File: src/rtl/lsu_addrcheck_ext.sv
// LSU DC1 address classifier / fault checker, registered into DC2 and DC3.
// Define RV_LSU_FAULT_CAPTURE_EN to build the first-fault capture register.
module lsu_addrcheck_ext #(
  parameter int unsigned NUM_REGIONS = 8,
  parameter bit          DCCM_EN     = 1'b1,
  parameter logic [31:0] DCCM_SADR   = 32'hF004_0000,
  parameter logic [31:0] DCCM_SIZE   = 32'h0001_0000,
  parameter logic [31:0] PIC_SADR    = 32'hF00C_0000,
  parameter logic [31:0] PIC_SIZE    = 32'h0000_8000,
  localparam int unsigned IW = (NUM_REGIONS > 1) ? $clog2(NUM_REGIONS) : 1
) (
  input  logic          clk,
  input  logic          rst_l,
  input  logic          freeze,
  input  logic          scan_mode,
  input  logic          req_valid,
  input  logic          req_dma,
  input  logic [1:0]    req_size,
  input  logic [31:0]   req_addr,
  input  logic [31:0]   mrac,
  input  logic          cfg_we,
  input  logic [IW-1:0] cfg_idx,
  input  logic          cfg_sel,
  input  logic [31:0]   cfg_wdata,
  output logic [31:0]   cfg_rdata,
  input  logic          fault_cap_clr,
  output logic          chk_valid_dc2,
  output logic          addr_in_dccm_dc2,
  output logic          addr_in_pic_dc2,
  output logic          addr_external_dc2,
  output logic          access_fault_dc2,
  output logic          misaligned_fault_dc2,
  output logic          is_sideeffects_dc2,
  output logic          is_sideeffects_dc3,
  output logic          fault_cap_valid,
  output logic [31:0]   fault_cap_addr,
  output logic [2:0]    fault_cap_cause
);

  localparam logic [31:0] DCCM_MASK = ~(DCCM_SIZE - 32'd1);
  localparam logic [31:0] PIC_MASK  = ~(PIC_SIZE - 32'd1);
  localparam logic [3:0]  DCCM_RGN  = DCCM_SADR[31:28];
  localparam logic [3:0]  PIC_RGN   = PIC_SADR[31:28];

  logic [31:0] base_tab [NUM_REGIONS];
  logic [31:0] mask_tab [NUM_REGIONS];
  logic [NUM_REGIONS-1:0] ent_en, start_hit, end_hit;

  logic [2:0]  len_m1;
  logic [32:0] end33;
  logic [31:0] end_addr;
  logic        wrap;
  logic        start_in_dccm, end_in_dccm, start_in_pic, end_in_pic;
  logic        start_dccm_rgn, end_dccm_rgn, start_pic_rgn, end_pic_rgn;
  logic        in_dccm, in_pic, external_dc1, sideeff_dc1, unaligned, table_ok;
  logic        f1, f2, f3, f4, f5, f6, gate;
  logic        acc_dc1, mis_dc1;
  logic [2:0]  cause_dc1;
  logic [2:0]  cause_dc2_reg;
  logic [31:0] addr_dc2_reg;
  logic        unused_scan;

  assign unused_scan = scan_mode;

  // Region table: each entry freezes itself once its lock bit is written.
  for (genvar gi = 0; gi < NUM_REGIONS; gi++) begin : g_ent
    logic [31:0] base_reg, mask_reg;
    always_ff @(posedge clk or negedge rst_l) begin
      if (!rst_l) begin
        base_reg <= '0;
        mask_reg <= '0;
      end else if (cfg_we && (cfg_idx == IW'(gi)) && !base_reg[1]) begin
        if (cfg_sel) mask_reg <= cfg_wdata;
        else         base_reg <= cfg_wdata;
      end
    end
    assign base_tab[gi]  = base_reg;
    assign mask_tab[gi]  = mask_reg;
    assign ent_en[gi]    = base_reg[0];
    assign start_hit[gi] = base_reg[0] &
                           ((req_addr | mask_reg) == ({base_reg[31:2], 2'b00} | mask_reg));
    assign end_hit[gi]   = base_reg[0] &
                           ((end_addr | mask_reg) == ({base_reg[31:2], 2'b00} | mask_reg));
  end

  always_comb begin
    cfg_rdata = '0;
    for (int i = 0; i < NUM_REGIONS; i++) begin
      if (cfg_idx == IW'(i)) cfg_rdata = cfg_sel ? mask_tab[i] : base_tab[i];
    end
  end

  always_comb begin
    case (req_size)
      2'd0:    len_m1 = 3'd0;
      2'd1:    len_m1 = 3'd1;
      default: len_m1 = 3'd3;
    endcase
  end

  assign end33    = {1'b0, req_addr} + {30'd0, len_m1};
  assign end_addr = end33[31:0];
  assign wrap     = end33[32];

  assign start_in_dccm  = DCCM_EN & ((req_addr & DCCM_MASK) == DCCM_SADR);
  assign end_in_dccm    = DCCM_EN & ((end_addr & DCCM_MASK) == DCCM_SADR);
  assign start_in_pic   = (req_addr & PIC_MASK) == PIC_SADR;
  assign end_in_pic     = (end_addr & PIC_MASK) == PIC_SADR;
  assign start_dccm_rgn = DCCM_EN & (req_addr[31:28] == DCCM_RGN);
  assign end_dccm_rgn   = DCCM_EN & (end_addr[31:28] == DCCM_RGN);
  assign start_pic_rgn  = req_addr[31:28] == PIC_RGN;
  assign end_pic_rgn    = end_addr[31:28] == PIC_RGN;

  assign in_dccm      = start_in_dccm & end_in_dccm;
  assign in_pic       = start_in_pic & end_in_pic;
  assign external_dc1 = ~(in_dccm | in_pic);
  assign sideeff_dc1  = mrac[{req_addr[31:28], 1'b1}] & ~(start_dccm_rgn | start_pic_rgn);
  assign unaligned    = ((len_m1 == 3'd1) & req_addr[0]) | ((len_m1 == 3'd3) & (|req_addr[1:0]));
  assign table_ok     = ~(|ent_en) | ((|start_hit) & (|end_hit));

  // An offset miss is an address in the region that lands in neither window.
  assign f1 = (start_dccm_rgn & ~start_in_dccm & ~start_in_pic) |
              (end_dccm_rgn & ~end_in_dccm & ~end_in_pic);
  assign f2 = (start_pic_rgn & ~start_in_pic & ~start_in_dccm) |
              (end_pic_rgn & ~end_in_pic & ~end_in_dccm) |
              (start_in_pic & ((len_m1 != 3'd3) | (|req_addr[1:0])));
  assign f3 = (start_in_dccm ^ end_in_dccm) | (start_in_pic ^ end_in_pic);
  assign f4 = ~start_dccm_rgn & ~start_pic_rgn & ~table_ok;
  assign f5 = external_dc1 & (wrap | (req_addr[31:28] != end_addr[31:28]));
  assign f6 = external_dc1 & sideeff_dc1 & unaligned;

  assign gate    = req_valid & ~req_dma;
  assign acc_dc1 = gate & (f1 | f2 | f3 | f4);
  assign mis_dc1 = gate & (f5 | f6);

  always_comb begin
    cause_dc1 = 3'd0;
    if (gate) begin
      if      (f1) cause_dc1 = 3'd1;
      else if (f2) cause_dc1 = 3'd2;
      else if (f3) cause_dc1 = 3'd3;
      else if (f4) cause_dc1 = 3'd4;
      else if (f5) cause_dc1 = 3'd5;
      else if (f6) cause_dc1 = 3'd6;
    end
  end

  always_ff @(posedge clk or negedge rst_l) begin
    if (!rst_l) begin
      chk_valid_dc2        <= 1'b0;
      addr_in_dccm_dc2     <= 1'b0;
      addr_in_pic_dc2      <= 1'b0;
      addr_external_dc2    <= 1'b0;
      access_fault_dc2     <= 1'b0;
      misaligned_fault_dc2 <= 1'b0;
      is_sideeffects_dc2   <= 1'b0;
      is_sideeffects_dc3   <= 1'b0;
      cause_dc2_reg        <= 3'd0;
      addr_dc2_reg         <= 32'd0;
    end else if (!freeze) begin
      chk_valid_dc2        <= req_valid;
      addr_in_dccm_dc2     <= in_dccm;
      addr_in_pic_dc2      <= in_pic;
      addr_external_dc2    <= external_dc1;
      access_fault_dc2     <= acc_dc1;
      misaligned_fault_dc2 <= mis_dc1;
      is_sideeffects_dc2   <= sideeff_dc1;
      is_sideeffects_dc3   <= is_sideeffects_dc2;
      cause_dc2_reg        <= cause_dc1;
      addr_dc2_reg         <= req_addr;
    end
  end

`ifdef RV_LSU_FAULT_CAPTURE_EN
  logic cap_set;
  // A clear in the same cycle as a new fault re-arms and takes the new fault.
  assign cap_set = chk_valid_dc2 & (access_fault_dc2 | misaligned_fault_dc2) &
                   (~fault_cap_valid | fault_cap_clr);

  always_ff @(posedge clk or negedge rst_l) begin
    if (!rst_l) begin
      fault_cap_valid <= 1'b0;
      fault_cap_addr  <= 32'd0;
      fault_cap_cause <= 3'd0;
    end else if (cap_set) begin
      fault_cap_valid <= 1'b1;
      fault_cap_addr  <= addr_dc2_reg;
      fault_cap_cause <= cause_dc2_reg;
    end else if (fault_cap_clr) begin
      fault_cap_valid <= 1'b0;
      fault_cap_addr  <= 32'd0;
      fault_cap_cause <= 3'd0;
    end
  end
`else
  logic unused_cap;
  assign unused_cap      = ^{fault_cap_clr, addr_dc2_reg, cause_dc2_reg};
  assign fault_cap_valid = 1'b0;
  assign fault_cap_addr  = 32'd0;
  assign fault_cap_cause = 3'd0;
`endif

endmodule
File: config.mk
export PLATFORM = sky130hd
export DESIGN_NAME = lsu_addrcheck_ext
export DESIGN_NICKNAME = d
export VERILOG_FILES = /design/src/rtl/lsu_addrcheck_ext.sv
export SDC_FILE = /design/constraint.sdc
export NUM_CORES = 1
export LEC_CHECK = 0
export CORE_MARGIN = 10
export CORE_UTILIZATION = 31
export CTS_BUF_LIST = sky130_fd_sc_hd__clkbuf_8 sky130_fd_sc_hd__clkbuf_16
export DETAILED_ROUTE_END_ITERATION = 10
export PLACE_DENSITY_LB_ADDON = 0.3
export SLEW_MARGIN = 20
export SYNTH_ARGS = -nofsm -noshare
export SYNTH_HDL_FRONTEND = slang
export SYNTH_SLANG_ARGS = --single-unit
export TNS_END_PERCENT = 5
File: constraint.sdc
create_clock -name clk -period 3.9 [get_ports clk]
set_input_delay 0.585 -clock clk [delete_from_list [all_inputs] [get_ports clk]]
set_output_delay 0.585 -clock clk [all_outputs]
set_load 0.02 [all_outputs]
==> run_results.csv, run 1 <==
group,metric,value,unit
layout,drive_above_1_share,38.3,%
timing,hold_viol,2,
floorplan,core,111000,µm²
timing,max_slew_margin,19.2,%
pwr,ir_worst_vdd,376,µV
layout,seqCellArea,13000,µm²
route,antenna_left,0,
floorplan,std_cell_rows,122,
layout,utilization,41.9,%
min_path,min_path_type,"primary input to async pin",
floorplan,die-height,355,µm
global_routing,grt_pass1_wl,314,mm
clock_tree,cts_sinks,520,
clock_tree,ctsHoldBuffers,0,
timing,fin_skew,0.0489,ns
pwr,seqPwrFrac,36.8,%
synth,ys_seq_area_share,37.5,%
pwr,power_frac_comb,39.0,%
global_routing,grtUsageTotal,36.7,%
synth,synth_area,34700,µm²
layout,n_fill_cell,11000,
critical_path,reg2reg_to,"access_fault_dc2",
pwr,switching_power,0.0108,W
clock_tree,cts_made_buffers,61,
timing,worstMarginPinSlew,1.21,ns
global_routing,grt_pass1_vias,33000,
timing,max_clock_freq,0.252,GHz
timing,rsz0062_at_grt,"yes",
clock_tree,clk_pin_slew,0.06,ns
run,max_cap_viol_count,0,
critical_path,arrival,4.59,ns
layout,stdcell_count,5607,
critical_path,worst-setup-path-type,"primary input to register",
critical_path,startpoint_type,"primary input",
synth,yosys_register_bits,520,
route,drtIter0Drc,4876,
critical_path,rr_startpoint,"g_ent[7].mask_reg[19]",
timing,setup_tns,-0.0715,ns
pwr,p_int,0.0146,W
clock_tree,htree_levels,2,
place,dp_hpwl,194,mm
route,vias,34500,
clock_tree,cts_buffer_depth,3,
timing,setup_viol,1,
route,routedWlPerCell,42.6,µm
place,port_buffers,130,
route,routed_wl,239,mm
pwr,power.total,0.0254,W
critical_path,r2r_slack,0.43,ns
pwr,power_density,546,nW/µm²
route,vias_per_cell,6.16,
critical_path,worstSetupEndpointType,"register",
critical_path,required,4.52,ns
timing,hold_slack,-0.00101,ns
timing,finalCritPeriodShare,102,%
layout,multi_input_area,21000,µm²
floorplan,die_x,355,µm
pwr,p_sw_share,42.4,%
critical_path,r2r_cells,11,
place,gp_congestion,1.15,
synth,syn_inst,3304,
timing,drv_slew,0,
floorplan,start_util,31.3,%
timing,min_period,3.97,ns
clock_tree,clkLatencyLatePin,0.70,ns
synth,yosysWarnings,0,
status,status,"finished, violations left",
layout,area_delta_synth_final,34.0,%
synth,yosys_most_used_dff,"dfrtp_1",
global_routing,antenna_found_initial,20,
floorplan,io-pin-count,186,
global_routing,grt_max_degree,101,
global_routing,grt-ovfl-total,0,
synth,async_flop_share,100,%
floorplan,dieArea,126000,µm²
critical_path,cp_max_fo,5,
status,failed_checks,"negative hold slack, negative setup slack",
synth,synth_edf_count,0,
clock_tree,clockRootBuffer,"clkbuf_16",
layout,layout.nets,4178,
timing,finalWorstSetupSlack,-0.0715,ns
synth,syn_avg_cell_area,10.5,µm²
place,dp_cells,5469,
clock_tree,cts_tree,"done",
synth,ys_types,97,
route,dr.pass1.iters,6,
pwr,clockPowerShare,24.2,%
route,drcViolationCount,0,
pwr,power.leakage,19.8,nW
## how the worst max path moves through the flow
| stage | startpoint | end | slack, ns |
|---|---|---|---|
| 4_1_cts | req_addr[3] | access_fault_dc2 | -0.03 |
| 2_1_floorplan | req_size[1] | access_fault_dc2 | -0.09 |
| 3_3_place_gp | req_size[1] | access_fault_dc2 | -1.61 |
| 6_report | req_addr[21] | access_fault_dc2 | -0.07 |
| 5_1_grt | req_addr[16] | access_fault_dc2 | -0.11 |
| 3_5_place_dp | req_size[1] | access_fault_dc2 | -1.67 |
## what timing repair did
item / 4_1_cts / 5_1_grt
setup buffers: 11 / 10
resized for setup: 74 / 60
setup endpoints to repair: 7 / 11
pin swaps: 30 / 27
## stage by stage
step | worst slack [ns] | hold WS, ns | area, µm²
finish | -0.0715 | -0.00101 | 46500
global route | -0.114 | 0.0365 | 46500
CTS | -0.0317 | 0.0151 | 46100
detailed placement | -1.67 | 0.481 | 43500
global placement | -1.61 | 0.470 | 43500
floorplan | -0.0903 | 0.289 | 34900
## metal layers
metal  track usage (%)  up-vias  wire [µm]
li1                  -    13900          -
met1              48.0    18000      97900
met3              8.20      515      21800
met5                 0        -         55
met4              21.5        8      17000
met2              55.0     2147     102000
## area by class of cell
cell class                      count  share of cell area (%)
Sequential cell                   520                    28.0
Inverter                           59                   0.476
Antenna cell                        8                  0.0431
Tap cell                         1488                    4.00
Clock buffer                       71                    3.58
Multi-Input combinational cell   2476                    45.3
Timing Repair Buffer              945                    17.6
Clock inverter                     40                    1.01
## cells in the final DEF (no fill, tap or decap), types with 43 or more instances in the layout
cell / Yosys / routed
buf_12: 0 / 57
buf_4: 43 / 744
clkbuf_16: 0 / 61
clkdlybuf4s50_1: 0 / 117
dfrtp_1: 520 / 520
inv_1: 57 / 62
mux2_2: 498 / 498
mux2i_1: 275 / 274
nand2_1: 73 / 70
nand3_1: 54 / 51
nor2_1: 138 / 136
nor3_1: 86 / 77
nor4_1: 55 / 43
o21ai_0: 51 / 51
o221ai_1: 68 / 62
o22ai_1: 199 / 199
xnor2_1: 312 / 307
## critical path, stage by stage
cell and delay [ns]:
clkdlybuf4s50_1 0.66, buf_4 0.19, nand4_1 0.09, buf_4 0.17, nor2_1 0.54, nand4_1 0.22, buf_4 0.21, nand2_1 0.11
buf_12 0.15, xnor2_1 0.07, o221ai_1 0.20, nor4_2 0.11, a22oi_2 0.43, nand4_1 0.31, a221o_1 0.38, a41oi_2 0.13
## cells in the mapped netlist (25+ instances only)
| library cell | instances | area, µm² |
|---|---|---|
| nand4_1 | 42 | 263 |
| nor2_1 | 138 | 518 |
| o22ai_1 | 199 | 1240 |
| inv_1 | 57 | 214 |
| buf_4 | 43 | 323 |
| nor3_1 | 86 | 430 |
| nand2_1 | 73 | 274 |
| o21ai_0 | 51 | 255 |
| nor2b_1 | 29 | 181 |
| or3_1 | 30 | 188 |
| o221ai_1 | 68 | 596 |
| dfrtp_1 | 520 | 13000 |
| mux2_2 | 498 | 5610 |
| mux2i_1 | 275 | 2750 |
| nand3_1 | 54 | 270 |
| o32ai_1 | 25 | 219 |
| clkbuf_1 | 142 | 533 |
| buf_1 | 74 | 278 |
| nand2b_1 | 37 | 231 |
| buf_2 | 25 | 125 |
| nor4_1 | 55 | 344 |
| xnor2_1 | 312 | 2730 |
| a21oi_1 | 40 | 200 |
| xor2_1 | 44 | 385 |
## cells by family (layout without fill, tap and decap cells)
logic type,Yosys count,count (layout),synth area share (%)
mux,777,777,24.3
simple gates,714,714,12.0
compound gates,573,573,11.8
flops,520,520,37.5
xor+xnor,371,371,9.91
buf+inv,343,1115,4.27
fa+ha+maj,5,5,0.202
other cells,1,44,0.0108
## power groups by stage
stage          registers (W)  clock network [W]  logic, W
3_3_place_gp         0.00930                  0   0.00935
6_report             0.00936            0.00615   0.00990
4_1_cts              0.00923            0.00621   0.00952
3_5_place_dp         0.00931                  0   0.00936
2_1_floorplan        0.00797                  0   0.00451
5_1_grt              0.00937            0.00640    0.0101
(Power assumes the default switching activity.)
==> run 2, diff against run 1 <==
==> constraint.sdc (replaced) <==
create_clock -name clk -period 3.2 [get_ports clk]
set_input_delay 0.48 -clock clk [delete_from_list [all_inputs] [get_ports clk]]
set_output_delay 0.48 -clock clk [all_outputs]
set_load 0.02 [all_outputs]
==> run 2 against run 1 <==
Net effect: the flow finishes with violations (negative setup slack); non-clock buffer count rose by 239; final cell count rose by 4.5%; hold slack improved by 0.38 ns; critical path depth rose by 1; setup slack got worse by 0.70 ns; largest power group unchanged.
==> run_results.csv, run 2 (synthesized netlist as in run 1, its figures left out) <==
group,metric,value,unit
timing,setup_viol,21,
min_path,min_path_type,"primary input to async pin",
critical_path,critical_path.top_delay_family,"buffers and inverters",
route,dr.pass1.iters,6,
pwr,p_int,0.0189,W
pwr,power.leakage,21.2,nW
pwr,seqPwrFrac,33.4,%
clock_tree,cts_buffer_depth,3,
critical_path,required,3.72,ns
status,failed_checks,"negative setup slack",
layout,final_common_cell,"buf_4",
floorplan,io-pin-count,186,
critical_path,cp_max_fo,10,
clock_tree,cts_made_buffers,68,
global_routing,grtUsageTotal,37.8,%
route,drcViolationCount,0,
run,max_cap_viol_count,0,
timing,finalWorstSetupSlack,-0.776,ns
layout,drive_above_1_share,41.8,%
global_routing,grt_pass1_wl,324,mm
route,vias_per_cell,6.10,
clock_tree,cts_tree,"done",
timing,fin_skew,0.0252,ns
critical_path,slowest_delay,0.47,ns
critical_path,path_buf_inv,6,
clock_tree,clkLatencyLatePin,0.66,ns
timing,min_period,3.98,ns
critical_path,worst-setup-path-type,"primary input to register",
floorplan,start_util,31.3,%
floorplan,dieArea,126000,µm²
floorplan,die_x,355,µm
global_routing,grt_max_degree,83,
critical_path,worstSetupStartpoint,"req_addr[2]",
timing,hold_viol,0,
pwr,p_sw_share,41.6,%
route,vias,35800,
timing,worstMarginPinSlew,1.18,ns
pwr,power_density,667,nW/µm²
pwr,clockPowerShare,24.6,%
clock_tree,htree_levels,3,
critical_path,worstSetupEndpointType,"register",
global_routing,antenna_found_initial,25,
clock_tree,clockRootBuffer,"clkbuf_16",
place,dp_hpwl,201,mm
critical_path,rr_startpoint,"g_ent[3].base_reg[17]",
layout,utilization,43.8,%
place,dp_cells,5719,
timing,drv_slew,0,
critical_path,crit_top_cell,"buf_4",
floorplan,core,111000,µm²
global_routing,grt_pass1_vias,34600,
layout,stdcell_count,5862,
timing,rsz0062_at_grt,"yes",
critical_path,crit_path_cell_trace,"clkdlybuf4s50_1 -> buf_4 -> buf_4 -> nand3_1 -> xnor2_2 -> buf_4 -> a21oi_1 -> o211ai_1 -> nor3b_2 -> nand4_1 -> buf_4 -> or4_1 -> o22a_1 -> nand4_1 -> buf_4 -> a221o_1 -> a41oi_2",
floorplan,std_cell_rows,122,
route,drtIter0Drc,5027,
place,dpl_worst_slack,-2.02,ns
layout,area_delta_synth_final,40.0,%
clock_tree,clk_pin_slew,0.06,ns
place,port_buffers,130,
layout,layout.nets,4424,
pwr,power_frac_comb,41.9,%
pwr,ir_worst_vdd,383,µV
pwr,switching_power,0.0135,W
critical_path,cpMaxStageDelayCell,"or4_1",
timing,max_clock_freq,0.252,GHz
floorplan,die-height,355,µm
layout,mostFrequentLayoutCells,"buf_4 (960), dfrtp_1 (520), mux2_2 (498)",
route,antenna_left,0,
timing,max_slew_margin,20.8,%
timing,finalCritPeriodShare,124,%
clock_tree,cts_sinks,520,
route,routedWlPerCell,41.9,µm
route,routed_wl,246,mm
critical_path,startpoint_type,"primary input",
status,status,"finished, violations left",
critical_path,arrival,4.49,ns
timing,setup_tns,-3.05,ns
place,gp_congestion,1.12,
global_routing,grt-ovfl-total,0,
[run 2: power by group through the flow]
stage	sequential (W)	combinational [W]	clock (W)
3_3_place_gp	0.0108	0.0130	0
3_5_place_dp	0.0108	0.0130	0
5_1_grt	0.0109	0.0138	0.00829
4_1_cts	0.0107	0.0131	0.00806
2_1_floorplan	0.00972	0.00550	0
6_report	0.0108	0.0136	0.00798
[run 2: layer usage]
layer | part of all wire [%] | vias up | routed length [µm] | track usage, %
met5 | 0.064 | - | 157 | 0
met4 | 7.8 | 20 | 19100 | 23.5
li1 | - | 14400 | - | -
met2 | 43 | 2259 | 105000 | 56.8
met3 | 9.3 | 610 | 22900 | 8.16
met1 | 40 | 18500 | 99100 | 49.2
[run 2: worst paths after layout]
| kind | slack [ns] | end | cells after the start |
|---|---|---|---|
| setup / recovery | -0.78 | access_fault_dc2 | 17 |
| setup reg to reg | -0.21 | access_fault_dc2 | 12 |
| hold / removal | 0.38 | g_ent[3].mask_reg[22] | 2 |
| hold reg to reg | 0.50 | addr_external_dc2 | 2 |
| max in group asynchronous | 1.82 | g_ent[6].mask_reg[30] | 3 |
| min in group clk | 0.50 | addr_external_dc2 | 2 |
[run 2: final cells by class]
cell class	instances	area [µm²]
Fill cell	10900	62400
Clock buffer	85	1970
Antenna cell	10	25.0
Tap cell	1488	1860
Inverter	59	225
Clock inverter	40	324
Timing Repair Buffer	1184	10300
Multi-Input combinational cell	2476	20900
Sequential cell	520	13000
[run 2: timing repair]
action,CTS,global route
setup buffers,6,1
endpoints found under the hold margin,56,0
hold buffers,1,0
resized for setup,135,65
endpoints found under the setup margin,37,35
pin swaps,26,4
[run 2: per-stage QoR]
step,total power (W),hold WS (ns),area (µm²)
2_1_floorplan,0.0152,0.184,34900
6_report,0.0324,0.377,48600
3_3_place_gp,0.0238,0.471,45700
3_5_place_dp,0.0238,0.491,45700
4_1_cts,0.0319,0.409,48300
5_1_grt,0.0330,0.421,48600
